`config.mk`:
```
export PLATFORM = sky130hd
export DESIGN_NAME = board_select_sync
export DESIGN_NICKNAME = d
export VERILOG_FILES = /design/src/rtl/board_pkg.sv /design/src/rtl/board_cell_diff.sv /design/src/rtl/board_select_sync.sv
export SDC_FILE = /design/constraint.sdc
export NUM_CORES = 1
export LEC_CHECK = 0
export ABC_CLOCK_PERIOD_IN_PS = 5000
export CAP_MARGIN = 25
export CORE_AREA = 5 5 167 169
export DETAILED_ROUTE_END_ITERATION = 6
export DIE_AREA = 0 0 172 174
export HOLD_SLACK_MARGIN = 0.12
export PLACE_DENSITY = 0.63
export SETUP_SLACK_MARGIN = 0.5
export SYNTH_ARGS = -nofsm -noshare
export SYNTH_HDL_FRONTEND = slang
export SYNTH_SLANG_ARGS = --single-unit
```
`constraint.sdc`:
```
create_clock -name i_clk -period 5 [get_ports i_clk]
set_input_delay 0.75 -clock i_clk [delete_from_list [all_inputs] [get_ports i_clk]]
set_output_delay 0.75 -clock i_clk [all_outputs]
set_load 0.005 [all_outputs]
```
`src/rtl/board_pkg.sv`:
```
// Shared constants and FSM encoding for the 2048 board selector.
package board_pkg;

    localparam int CELLS   = 16;
    localparam int CELL_W  = 4;
    localparam int BOARD_W = CELLS * CELL_W;

    // SHOW: displaying out_ch, nothing pending. PEND: a different channel is requested.
    typedef enum logic [0:0] {
        SHOW = 1'b0,
        PEND = 1'b1
    } board_state_e;

endpackage

```
`src/rtl/board_cell_diff.sv`:
```
// Per-cell comparator between the board currently shown and the board about to be loaded.
// Only built when BOARD_SEL_DIFF_EN is defined; without it the selector carries no comparator.
`ifdef BOARD_SEL_DIFF_EN
module board_cell_diff
    import board_pkg::*;
(
    input  logic [BOARD_W-1:0] i_old,
    input  logic [BOARD_W-1:0] i_new,
    output logic [CELLS-1:0]   o_diff
);

    // Bit i flags that cell i changes value.
    always_comb begin
        o_diff = '0;
        for (int i = 0; i < CELLS; i++) begin
            o_diff[i] = (i_old[i*CELL_W +: CELL_W] != i_new[i*CELL_W +: CELL_W]);
        end
    end

endmodule
`endif

```
`src/rtl/board_select_sync.sv`:
```
// Frame-synchronised N-channel selector for 2048 boards (cells + judge flags).
// Channel changes requested on i_mode take effect only on an unfrozen frame tick,
// so the display never changes mid-frame. All outputs are registered.
// Optional feature: define BOARD_SEL_DIFF_EN to produce a per-cell change mask on each load;
// otherwise o_diff_mask is tied to zero.
//
// Handshake: there is no valid/ready pair; i_frame_tick is a one-cycle strobe that is
// qualified by ~i_freeze, and o_sw_done is a one-cycle strobe raised exactly in the cycle
// o_num/o_out_ch take a new channel.
module board_select_sync
    import board_pkg::*;
#(
    parameter int N_CH   = 4,
    parameter int MODE_W = 4
) (
    input  logic                      i_clk,
    input  logic                      i_rst_n,
    input  logic                      i_frame_tick,
    input  logic                      i_freeze,
    input  logic [MODE_W-1:0]         i_mode,
    input  logic [N_CH*BOARD_W-1:0]   i_num_in,
    input  logic [N_CH*CELLS-1:0]     i_judge_in,
    output logic [BOARD_W-1:0]        o_num,
    output logic [CELLS-1:0]          o_judge,
    output logic [MODE_W-1:0]         o_out_ch,
    output logic                      o_busy,
    output logic                      o_sw_done,
    output logic                      o_bad_mode,
    output logic [CELLS-1:0]          o_diff_mask,
    output board_state_e              o_state,
    output logic [MODE_W-1:0]         o_pend_ch
);

    board_state_e        r_state;
    board_state_e        w_state_next;
    logic [BOARD_W-1:0]  r_num;
    logic [CELLS-1:0]    r_judge;
    logic [MODE_W-1:0]   r_out_ch;
    logic [MODE_W-1:0]   r_pend_ch;
    logic                r_sw_done;
    logic                r_bad_mode;

    logic                w_mode_ok;
    logic [MODE_W-1:0]   w_tgt;
    logic                w_upd;
    logic                w_load;
    logic                w_switch;
    logic [BOARD_W-1:0]  w_sel_num;
    logic [CELLS-1:0]    w_sel_judge;

    // Resolve the requested channel; an out-of-range mode means "keep what is shown".
    always_comb begin
        w_mode_ok = ({1'b0, i_mode} < (MODE_W+1)'(N_CH));
        w_tgt     = w_mode_ok ? i_mode : r_out_ch;
        w_upd     = i_frame_tick & ~i_freeze;
    end

    // Extract the board and judge flags of the target channel.
    always_comb begin
        w_sel_num   = '0;
        w_sel_judge = '0;
        for (int k = 0; k < N_CH; k++) begin
            if (w_tgt == MODE_W'(k)) begin
                w_sel_num   = i_num_in[k*BOARD_W +: BOARD_W];
                w_sel_judge = i_judge_in[k*CELLS +: CELLS];
            end
        end
    end

    // Next state and load decisions. On a tick the newest request is applied directly,
    // so a request that changed during PEND uses its latest value.
    always_comb begin
        w_state_next = r_state;
        w_load       = 1'b0;
        w_switch     = 1'b0;
        case (r_state)
            SHOW: begin
                if (w_upd) begin
                    w_load   = 1'b1;
                    w_switch = (w_tgt != r_out_ch);
                end else if (w_tgt != r_out_ch) begin
                    w_state_next = PEND;
                end
            end
            PEND: begin
                if (w_upd) begin
                    w_load       = 1'b1;
                    w_switch     = (w_tgt != r_out_ch);
                    w_state_next = SHOW;
                end else if (w_tgt == r_out_ch) begin
                    w_state_next = SHOW;
                end
            end
            default: w_state_next = SHOW;
        endcase
    end

    // State register and pending-channel latch; pend_ch tracks the request while pending.
    always_ff @(posedge i_clk or negedge i_rst_n) begin
        if (!i_rst_n) begin
            r_state   <= SHOW;
            r_pend_ch <= '0;
        end else begin
            r_state <= w_state_next;
            if (w_state_next == PEND) begin
                r_pend_ch <= w_tgt;
            end
        end
    end

    // Displayed board, channel and done strobe; they only move on a load.
    always_ff @(posedge i_clk or negedge i_rst_n) begin
        if (!i_rst_n) begin
            r_num     <= '0;
            r_judge   <= '0;
            r_out_ch  <= '0;
            r_sw_done <= 1'b0;
        end else begin
            r_sw_done <= w_switch;
            if (w_load) begin
                r_num    <= w_sel_num;
                r_judge  <= w_sel_judge;
                r_out_ch <= w_tgt;
            end
        end
    end

    // Sticky illegal-mode flag, cleared only by reset.
    always_ff @(posedge i_clk or negedge i_rst_n) begin
        if (!i_rst_n) begin
            r_bad_mode <= 1'b0;
        end else if (!w_mode_ok) begin
            r_bad_mode <= 1'b1;
        end
    end

`ifdef BOARD_SEL_DIFF_EN
    logic [CELLS-1:0] w_diff;
    logic [CELLS-1:0] r_diff;

    board_cell_diff u_cell_diff (
        .i_old  (r_num),
        .i_new  (w_sel_num),
        .o_diff (w_diff)
    );

    // Change mask lives for exactly the cycle the new board is shown.
    always_ff @(posedge i_clk or negedge i_rst_n) begin
        if (!i_rst_n) begin
            r_diff <= '0;
        end else begin
            r_diff <= w_load ? w_diff : '0;
        end
    end

    assign o_diff_mask = r_diff;
`else
    assign o_diff_mask = '0;
`endif

    assign o_num      = r_num;
    assign o_judge    = r_judge;
    assign o_out_ch   = r_out_ch;
    assign o_busy     = (r_state == PEND);
    assign o_sw_done  = r_sw_done;
    assign o_bad_mode = r_bad_mode;
    assign o_state    = r_state;
    assign o_pend_ch  = r_pend_ch;

endmodule
```
==> impl_metrics.csv, run 1 <==
group,metric,value,unit
outcome,status,"complete, no violations",
grt,grt_pass1_wl,53500,µm
timing,worst_slew_pin_slew,1.14,ns
logic_synthesis,synth-seq-cells,91,
pwr,pwr-share-clk,0.228,
die,die_y,174,µm
layout,area_growth,67.1,%
setup_path,r2r_slack,2.39,ns
setup_path,r2r_start,"o_out_ch[0]$_DFFE_PN0P_",
timing,slew_viol_final,0,
logic_synthesis,synth.largest_area_cell,"dfrtp_1",
cts,clk_pin_slew,0.08,ns
setup_path,endpoint_kind,"output port",
layout,fin_nets,1473,
pwr,p_per_area,293,nW/µm²
setup_path,crit_path_start,"o_out_ch[0]$_DFFE_PN0P_",
placed_design,dpl.hpwl,24400,µm
timing,fmax,314,MHz
grt,grt-ovfl-total,0,
layout,layout_commonest_cell,"clkdlybuf4s50_1",
layout,layout_common_cells,"417 x clkdlybuf4s50_1, 160 x a22o_1, 90 x dfrtp_1",
cts,cts_tree,"built",
logic_synthesis,syn-instance-count,801,
detailed_routing,detail_route.first_pass.iterations,7,
timing,finalSetupViolations,0,
detailed_routing,drtAntennaViolNets,0,
cts,cts_made_buffers,9,
grt,antenna_found_initial,0,
cts,clk-insertion-delay-late,0.35,ns
grt,grt_max_degree,81,
timing,fin_crit_sh,0.637,
cts,clockBufferDepth,2,
logic_synthesis,ys_top_cells_by_area,"dfrtp_1 33%, a22o_1 20%, a222oi_1 11%",
die,ioPinCount,436,
detailed_routing,viasPerCell,5.86,
cts,cts-htree-levels,3,
grt,first_global_vias,8650,
setup_path,crit_buf_inv,2,
die,rows,60,
setup_path,crit_path_cell_trace,"buf_4 > clkdlybuf4s50_1",
setup_path,cp_slowest_cell,"dfrtp_4",
logic_synthesis,yosysSeqAreaShare,0.325,
placed_design,port_buffers,419,
pwr,internal_power,2.25,mW
logic_synthesis,postSynthAreaPerCell,8.75,µm²
layout,antenna_cells,0,
setup_path,cp_top_family,"buffers and inverters",
die,coreArea,26400,µm²
pwr,power_frac_seq,0.300,
setup_path,crit_type,"reg2out",
setup_path,cp.arrival,2.44,ns
setup_path,slowest_delay,0.91,ns
pwr,max-vdd-ir-drop,0.153,mV
pwr,pwr-share-comb,0.472,
setup_path,worstPathMaxFanout,50,
flow_run,max_cap_violations,0,
cts,cts_hold_buf,0,
pwr,p_leak,4.47,nW
pwr,switching_share,0.345,
die,die-area,29900,µm²
setup_path,cp-start-kind,"flop",
cts,ctsResizeCount,0,
cts,clock_sinks,91,
logic_synthesis,synth_top_cell_area_share,0.325,
timing,max_slew_margin,0.242,
die,die_w,172,µm
cts,post_cts_buffers,0,
detailed_routing,via_count,8737,
setup_path,required,4.25,ns
timing,fin_setup_tns,0,ns
detailed_routing,wirelength,36600,µm
setup_path,r2r-end,"o_num[34]$_DFFE_PN0P_",
pwr,p_sw,1.18,mW
timing,layout_min_cycle_time,3.19,ns
logic_synthesis,synth_area,7010,µm²
placed_design,gp_congestion,0.835,
detailed_routing,drcViolationCount,0,
cts,cts_root_buffer,"clkbuf_16",
grt,grt.total_usage,0.228,
detailed_routing,dr.first_iter.drc_count,1087,
layout,n_fill_cell,2605,
layout,layout-drive-gt1-share,0.0461,
worst_hold_path,hold_class,"in2async",
logic_synthesis,yosys_warnings,0,
timing,skew,0.00958,ns
timing,rsz0062_at_grt,"false",
logic_synthesis,ys_types,27,
setup_path,rr_worst_depth,6,
layout,final_util,0.443,
timing,finalHoldViolCount,0,
detailed_routing,wire_per_inst,24.5,µm
die,start_util,0.265,
worst reg2reg max path, cell delays in order, from the launching register on:
cell and delay [ns]:
dfrtp_4 0.76, buf_4 0.42, o21ai_4 0.30, buf_12 0.39, nand3b_1 0.15, a222oi_1 0.34
o21ai_1 0.13
per-layer routing:
layer | part of all wire | up-vias | track usage
li1 | - | 3882 | -
met1 | 0.39 | 4281 | 0.286
met2 | 0.49 | 531 | 0.387
met3 | 0.097 | 43 | 0.0464
met4 | 0.022 | 0 | 0.0766
met5 | 0 | - | 0
flip-flops by register name, summed over array words and instances, names as in the netlist:
name        flops
o_busy          1
o_out_ch        4
o_pend_ch       4
o_sw_done       1
o_num          64
o_judge        16
o_bad_mode      1
cells by family (layout without fill, tap and decap cells):
logic type             Yosys count  in the layout  synth area share
AO/OA/AOI/OAI                  403            403             0.433
XOR/XNOR                         2              2           0.00250
buffers and inverters          120            454            0.0857
flip-flops                      91             91             0.325
multiplexers                     4              4           0.00643
other                            1             16          0.000535
AND/OR/NAND/NOR                180            180             0.147
through the flow:
step	hold slack [ns]	std cells	total power, mW	setup WS (ns)	area, µm²
5_1_grt	0.444	1491	3.61	1.73	11700
6_report	0.395	1491	3.43	1.81	11700
3_3_place_gp	0.453	1472	2.63	1.49	11300
3_5_place_dp	0.452	1474	2.64	1.43	11400
4_1_cts	0.415	1490	3.45	1.79	11700
2_1_floorplan	0.454	816	1.77	2.89	7060
synthesized netlist by cell type, drive strengths merged:
cell type,n
xnor2,2
nor2b,5
a31o,1
nand2,80
and3,1
clkbuf,84
or2,1
or3b,1
mux2,4
buf,36
nand2b,1
nor4bb,1
a222oi,80
a41oi,1
dfrtp,91
conb,1
nand3b,80
or3,1
nor3,3
nor3b,1
nor2,5
o21ai,161
a22o,160
layout make-up:
| type | count | area (µm²) | area share |
|---|---|---|---|
| timing repair buffer | 438 | 4410 | 0.377 |
| multi-input combinational | 605 | 4260 | 0.364 |
| sequential | 91 | 2280 | 0.195 |
| tap | 341 | 427 | 0.0364 |
| clock buffer | 10 | 229 | 0.0196 |
| clock inverter | 6 | 93.8 | 0.00802 |
worst max-delay path by stage:
| stage | endpoint | slack (ns) | cells past startpoint |
|---|---|---|---|
| 6_report | o_out_ch[0] | 1.81 | 2 |
| 5_1_grt | o_out_ch[0] | 1.73 | 2 |
| 4_1_cts | o_out_ch[0] | 1.79 | 2 |
| 3_5_place_dp | o_num[37]$_DFFE_PN0P_ | 1.43 | 6 |
| 3_3_place_gp | o_num[43]$_DFFE_PN0P_ | 1.49 | 6 |
| 2_1_floorplan | o_judge[0]$_DFFE_PN0P_ | 2.89 | 7 |
power by group through the flow:
stage / sequential, mW / combinational [mW] / clock (mW)
global route: 1.05 / 1.73 / 0.831
floorplan: 1.01 / 0.761 / 0
global placement: 1.03 / 1.59 / 0
detailed placement: 1.04 / 1.60 / 0
CTS: 1.03 / 1.61 / 0.807
finish: 1.03 / 1.62 / 0.782
Power figures use the tool's default switching activity.
==> inputs of run 2 (changes only) <==
--- a/config.mk
+++ b/config.mk
@@ -5,13 +5,13 @@
 export SDC_FILE = /design/constraint.sdc
 export NUM_CORES = 1
 export LEC_CHECK = 0
-export ABC_CLOCK_PERIOD_IN_PS = 5000
+export ABC_CLOCK_PERIOD_IN_PS = 3210
 export CAP_MARGIN = 25
-export CORE_AREA = 5 5 167 169
+export CORE_AREA = 5 5 169 171
 export DETAILED_ROUTE_END_ITERATION = 6
-export DIE_AREA = 0 0 172 174
+export DIE_AREA = 0 0 174 176
 export HOLD_SLACK_MARGIN = 0.12
-export PLACE_DENSITY = 0.63
+export PLACE_DENSITY = 0.61
 export SETUP_SLACK_MARGIN = 0.5
 export SYNTH_ARGS = -nofsm -noshare
 export SYNTH_HDL_FRONTEND = slang
==> constraint.sdc (replaced) <==
create_clock -name i_clk -period 3.21 [get_ports i_clk]
set_input_delay 0.4815 -clock i_clk [delete_from_list [all_inputs] [get_ports i_clk]]
set_output_delay 0.4815 -clock i_clk [all_outputs]
set_load 0.005 [all_outputs]
==> run 2 against run 1 <==
The run now ends with DRC left. Hold slack worse by 0.18 ns. Clock skew barely moved. Critical path depth grew 4. Combinational power increased by 57%. Worst setup slack worse by 1.1 ns. Cell area fell by 0.13%. Sequential share of layout area barely moved. First-iteration DRC count shrank 12%. Clock-buffer cell count is 2 higher. Critical endpoint is now o_num[21]$_DFFE_PN0P_.
==> impl_metrics.csv, run 2 (same netlist as run 1, synthesis figures left out) <==
group,metric,value,unit
pwr,p_leak,4.47,nW
cts,clockBufferDepth,2,
outcome,violations,"DRC",
placed_design,dpl_cell_area,11400,µm²
timing,fin_setup_tns,0,ns
setup_path,endpoint_kind,"flop",
grt,grt-ovfl-total,0,
grt,grt.total_usage,0.224,
die,rows,60,
detailed_routing,route.met2.wl,18000,µm
timing,fmax,405,MHz
setup_path,crit_type,"in2reg",
setup_path,slowest_delay,0.59,ns
layout,largest_reg_flops,64,
detailed_routing,wl_met1,14600,µm
cts,post_cts_buffers,0,
cts,cts_root_buffer,"clkbuf_16",
grt,first_global_vias,8499,
detailed_routing,detail_route.first_pass.iterations,7,
layout,area_growth,66.9,%
grt,antenna_found_initial,3,
layout,layout_common_cells,"417 x clkdlybuf4s50_1, 160 x a22o_1, 90 x dfrtp_1",
outcome,status,"complete, but fails checks",
timing,hold_slack,0.214,ns
detailed_routing,via_count,8774,
cts,ctsResizeCount,0,
pwr,max-vdd-ir-drop,0.188,mV
die,ioPinCount,436,
cts,clk-insertion-delay-late,0.34,ns
placed_design,gp_congestion,0.837,
setup_path,crit_path_cell_trace,"clkdlybuf4s50_1 > or2_4 > a31o_4 > buf_12 > a222oi_1 > o21ai_1",
setup_path,cp.arrival,2.68,ns
timing,layout_min_cycle_time,2.47,ns
timing,skew,0.00914,ns
setup_path,required,3.42,ns
placed_design,port_buffers,419,
layout,layout_commonest_cell,"clkdlybuf4s50_1",
layout,fin_nets,1478,
timing,rsz0062_at_grt,"false",
worst_hold_path,hold_class,"in2async",
timing,worst_slew_pin_slew,0.811,ns
pwr,finalPower,5.23,mW
timing,finalSetupViolations,0,
setup_path,cp-start-kind,"primary input",
grt,grt_max_degree,81,
cts,cts-htree-levels,3,
detailed_routing,wirelength,37000,µm
placed_design,dpl.hpwl,25100,µm
flow_run,max_cap_violations,0,
die,die_y,176,µm
detailed_routing,highest_layer,"met5",
setup_path,worstPathMaxFanout,42,
setup_path,crit_buf_inv,2,
detailed_routing,dr.first_iter.drc_count,953,
detailed_routing,wire_per_inst,24.7,µm
timing,finalHoldViolCount,0,
die,die-area,30600,µm²
cts,cts_tree,"built",
layout,layout-drive-gt1-share,0.0485,
die,start_util,0.262,
cts,cts_made_buffers,9,
layout,final_util,0.438,
cts,cts_hold_buf,0,
die,coreArea,26700,µm²
pwr,p_per_area,447,nW/µm²
detailed_routing,viasPerCell,5.86,
detailed_routing,drtAntennaViolNets,0,
setup_path,cp_top_family,"compound AO/OA/AOI/OAI gates",
die,die_w,174,µm
detailed_routing,dr_wl_met3,3300,µm
grt,grt_pass1_wl,54100,µm
detailed_routing,drcViolationCount,4,
timing,max_slew_margin,0.459,
layout,finalInstanceArea,11700,µm²
cts,clock_sinks,91,
timing,slew_viol_final,0,
cts,clk_pin_slew,0.07,ns
timing,fin_crit_sh,0.769,
setup_path,cp_slowest_cell,"clkdlybuf4s50_1",
## run 2: cell count changes in the layout (fill, tap and decap cells not counted)
cell,change
buf_4,+6
clkbuf_1,+2
inv_6,-3
diode_2,+1
clkinv_4,+1
clkinv_2,+1
bufinv_16,-1
buf_16,-1
## run 2: worst paths after layout
kind	depth (start not counted)	slack, ns	start	end
setup reg to reg	5	1.11	o_out_ch[3]$_DFFE_PN0P_	o_num[21]$_DFFE_PN0P_
hold reg to reg	2	0.48	o_num[12]$_DFFE_PN0P_	o_num[12]$_DFFE_PN0P_
setup / recovery	6	0.74	i_mode[3]	o_num[21]$_DFFE_PN0P_
max in group asynchronous	2	2.15	i_rst_n	o_num[12]$_DFFE_PN0P_
hold / removal	1	0.21	i_rst_n	o_num[33]$_DFFE_PN0P_
min in group i_clk	2	0.48	o_num[12]$_DFFE_PN0P_	o_num[12]$_DFFE_PN0P_
## run 2: per-layer routing
metal  vias to the layer above  global-route usage
met5                         -                   0
met4                         4              0.0752
met3                        57              0.0542
met2                       519               0.386
met1                      4313               0.275
li1                       3881                   -
## run 2: power breakdown
| group | switching, mW | internal, mW | leakage [nW] |
|---|---|---|---|
| Combinational | 1.14 | 1.40 | 3.20 |
| Clock | 0.488 | 0.607 | 0.137 |
| Sequential | 0.196 | 1.40 | 1.14 |
## run 2: layout make-up
class / instances / area, µm²
Tap cell: 341 / 427
Antenna cell: 1 / 2.50
Fill cell: 2662 / 15000
Sequential cell: 91 / 2280
Clock inverter: 4 / 51.3
Multi-Input combinational cell: 605 / 4260
Timing Repair Buffer: 443 / 4430
Clock buffer: 12 / 236
## run 2: per-stage QoR
| stage | setup WS (ns) | cells |
|---|---|---|
| finish | 0.742 | 1497 |
| global route | 0.674 | 1497 |
| CTS | 0.758 | 1496 |
| detailed placement | 0.390 | 1480 |
| global placement | 0.341 | 1479 |
| floorplan | 1.37 | 816 |
==> patch: new RTL, flow settings as in run 2 <==
Change the parameter `N_CH` from 4 to 5.
--- a/src/rtl/board_select_sync.sv
+++ b/src/rtl/board_select_sync.sv
@@ -11,5 +11,5 @@
     import board_pkg::*;
 #(
-    parameter int N_CH   = 4,
+    parameter int N_CH   = 5,
     parameter int MODE_W = 4
 ) (
Ports: changed (resized i_judge_in and i_num_in); port bits go from 436 to 516. The function was not compared with the original's and may differ.
==> patch against run 2 <==
- sequential share of layout area fell by 0.99 points
- setup slack worse by 0.12 ns
- power is 2.0% higher
- sequential cell count unchanged
- largest power group unchanged
- first-iteration DRC count is 61% lower
- critical path type unchanged
- non-clock buffer count increased by 91
- combinational power increased by 5%
- wire length decreased by 7.6%
- synthesized area down 5.8%
- cell area up 5.2%
- count of clock-buffer cells in the layout is 1 lower
==> patch: results <==
[timing]
worstMarginPinSlew_ns = 0.885

[route]
dr_wl_met2_mm = 17.8
wl_met1_mm = 12.9
via_count = 7888
drtPass1Iterations = 4
wl_met3_mm = 2.76
top_layer = "met4"

[grt]
grt_pass1_vias = 8194
antenna_found_initial = 0
grt_pass1_wl_mm = 49.9
groute.usage.overall_pct = 20.9
grt_use_met3_pct = 5.40
grt_max_degree = 68

[placed_design]
dpl-instance-area_um2 = 12000
dp_hpwl_mm = 26.4
dp_slack_ns = 0.193
place_congestion = 0.805
portBuffers = 499

[power]
switchingPower_w = 0.00184
p_comb_share_pct = 50.1
power_w = 0.00533
p_leak_nw = 4.85

[finish]
drive_gt1_share_pct = 6.70
antenna_cells = 0

[yosys]
ys_seq_area_share_pct = 34.5
synthCells = 767
synth_xor_area_share_pct = 0.398
synth.most_common_cell = "nand2_1"
synth.area.mux_share_pct = 13.0
synth.distinct_cells = 41

[worst_setup_path]
cp.arrival_ns = 2.83

[status]
status = "finished, final reports clean"
==> patch: layout make-up <==
class | count | area (µm²)
fill | 2630 | 14400
multi-input combinational | 594 | 3880
clock buffer | 11 | 243
clock inverter | 5 | 61.3
timing repair buffer | 534 | 5400
tap | 341 | 427
inverter | 3 | 11.3
sequential | 91 | 2280
==> patch: worst paths after layout <==
kind                                          from                     end  slack (ns)
setup / recovery                         i_mode[2]    o_num[5]$_DFFE_PN0P_        0.62
hold / removal              o_bad_mode$_DFFE_PN0P_  o_bad_mode$_DFFE_PN0P_        0.46
setup reg to reg           o_out_ch[0]$_DFFE_PN0P_    o_num[5]$_DFFE_PN0P_        0.91
hold reg to reg             o_bad_mode$_DFFE_PN0P_  o_bad_mode$_DFFE_PN0P_        0.46
max in group asynchronous                  i_rst_n   o_num[62]$_DFFE_PN0P_        1.72
min in group asynchronous                  i_rst_n   o_num[55]$_DFFE_PN0P_        0.62
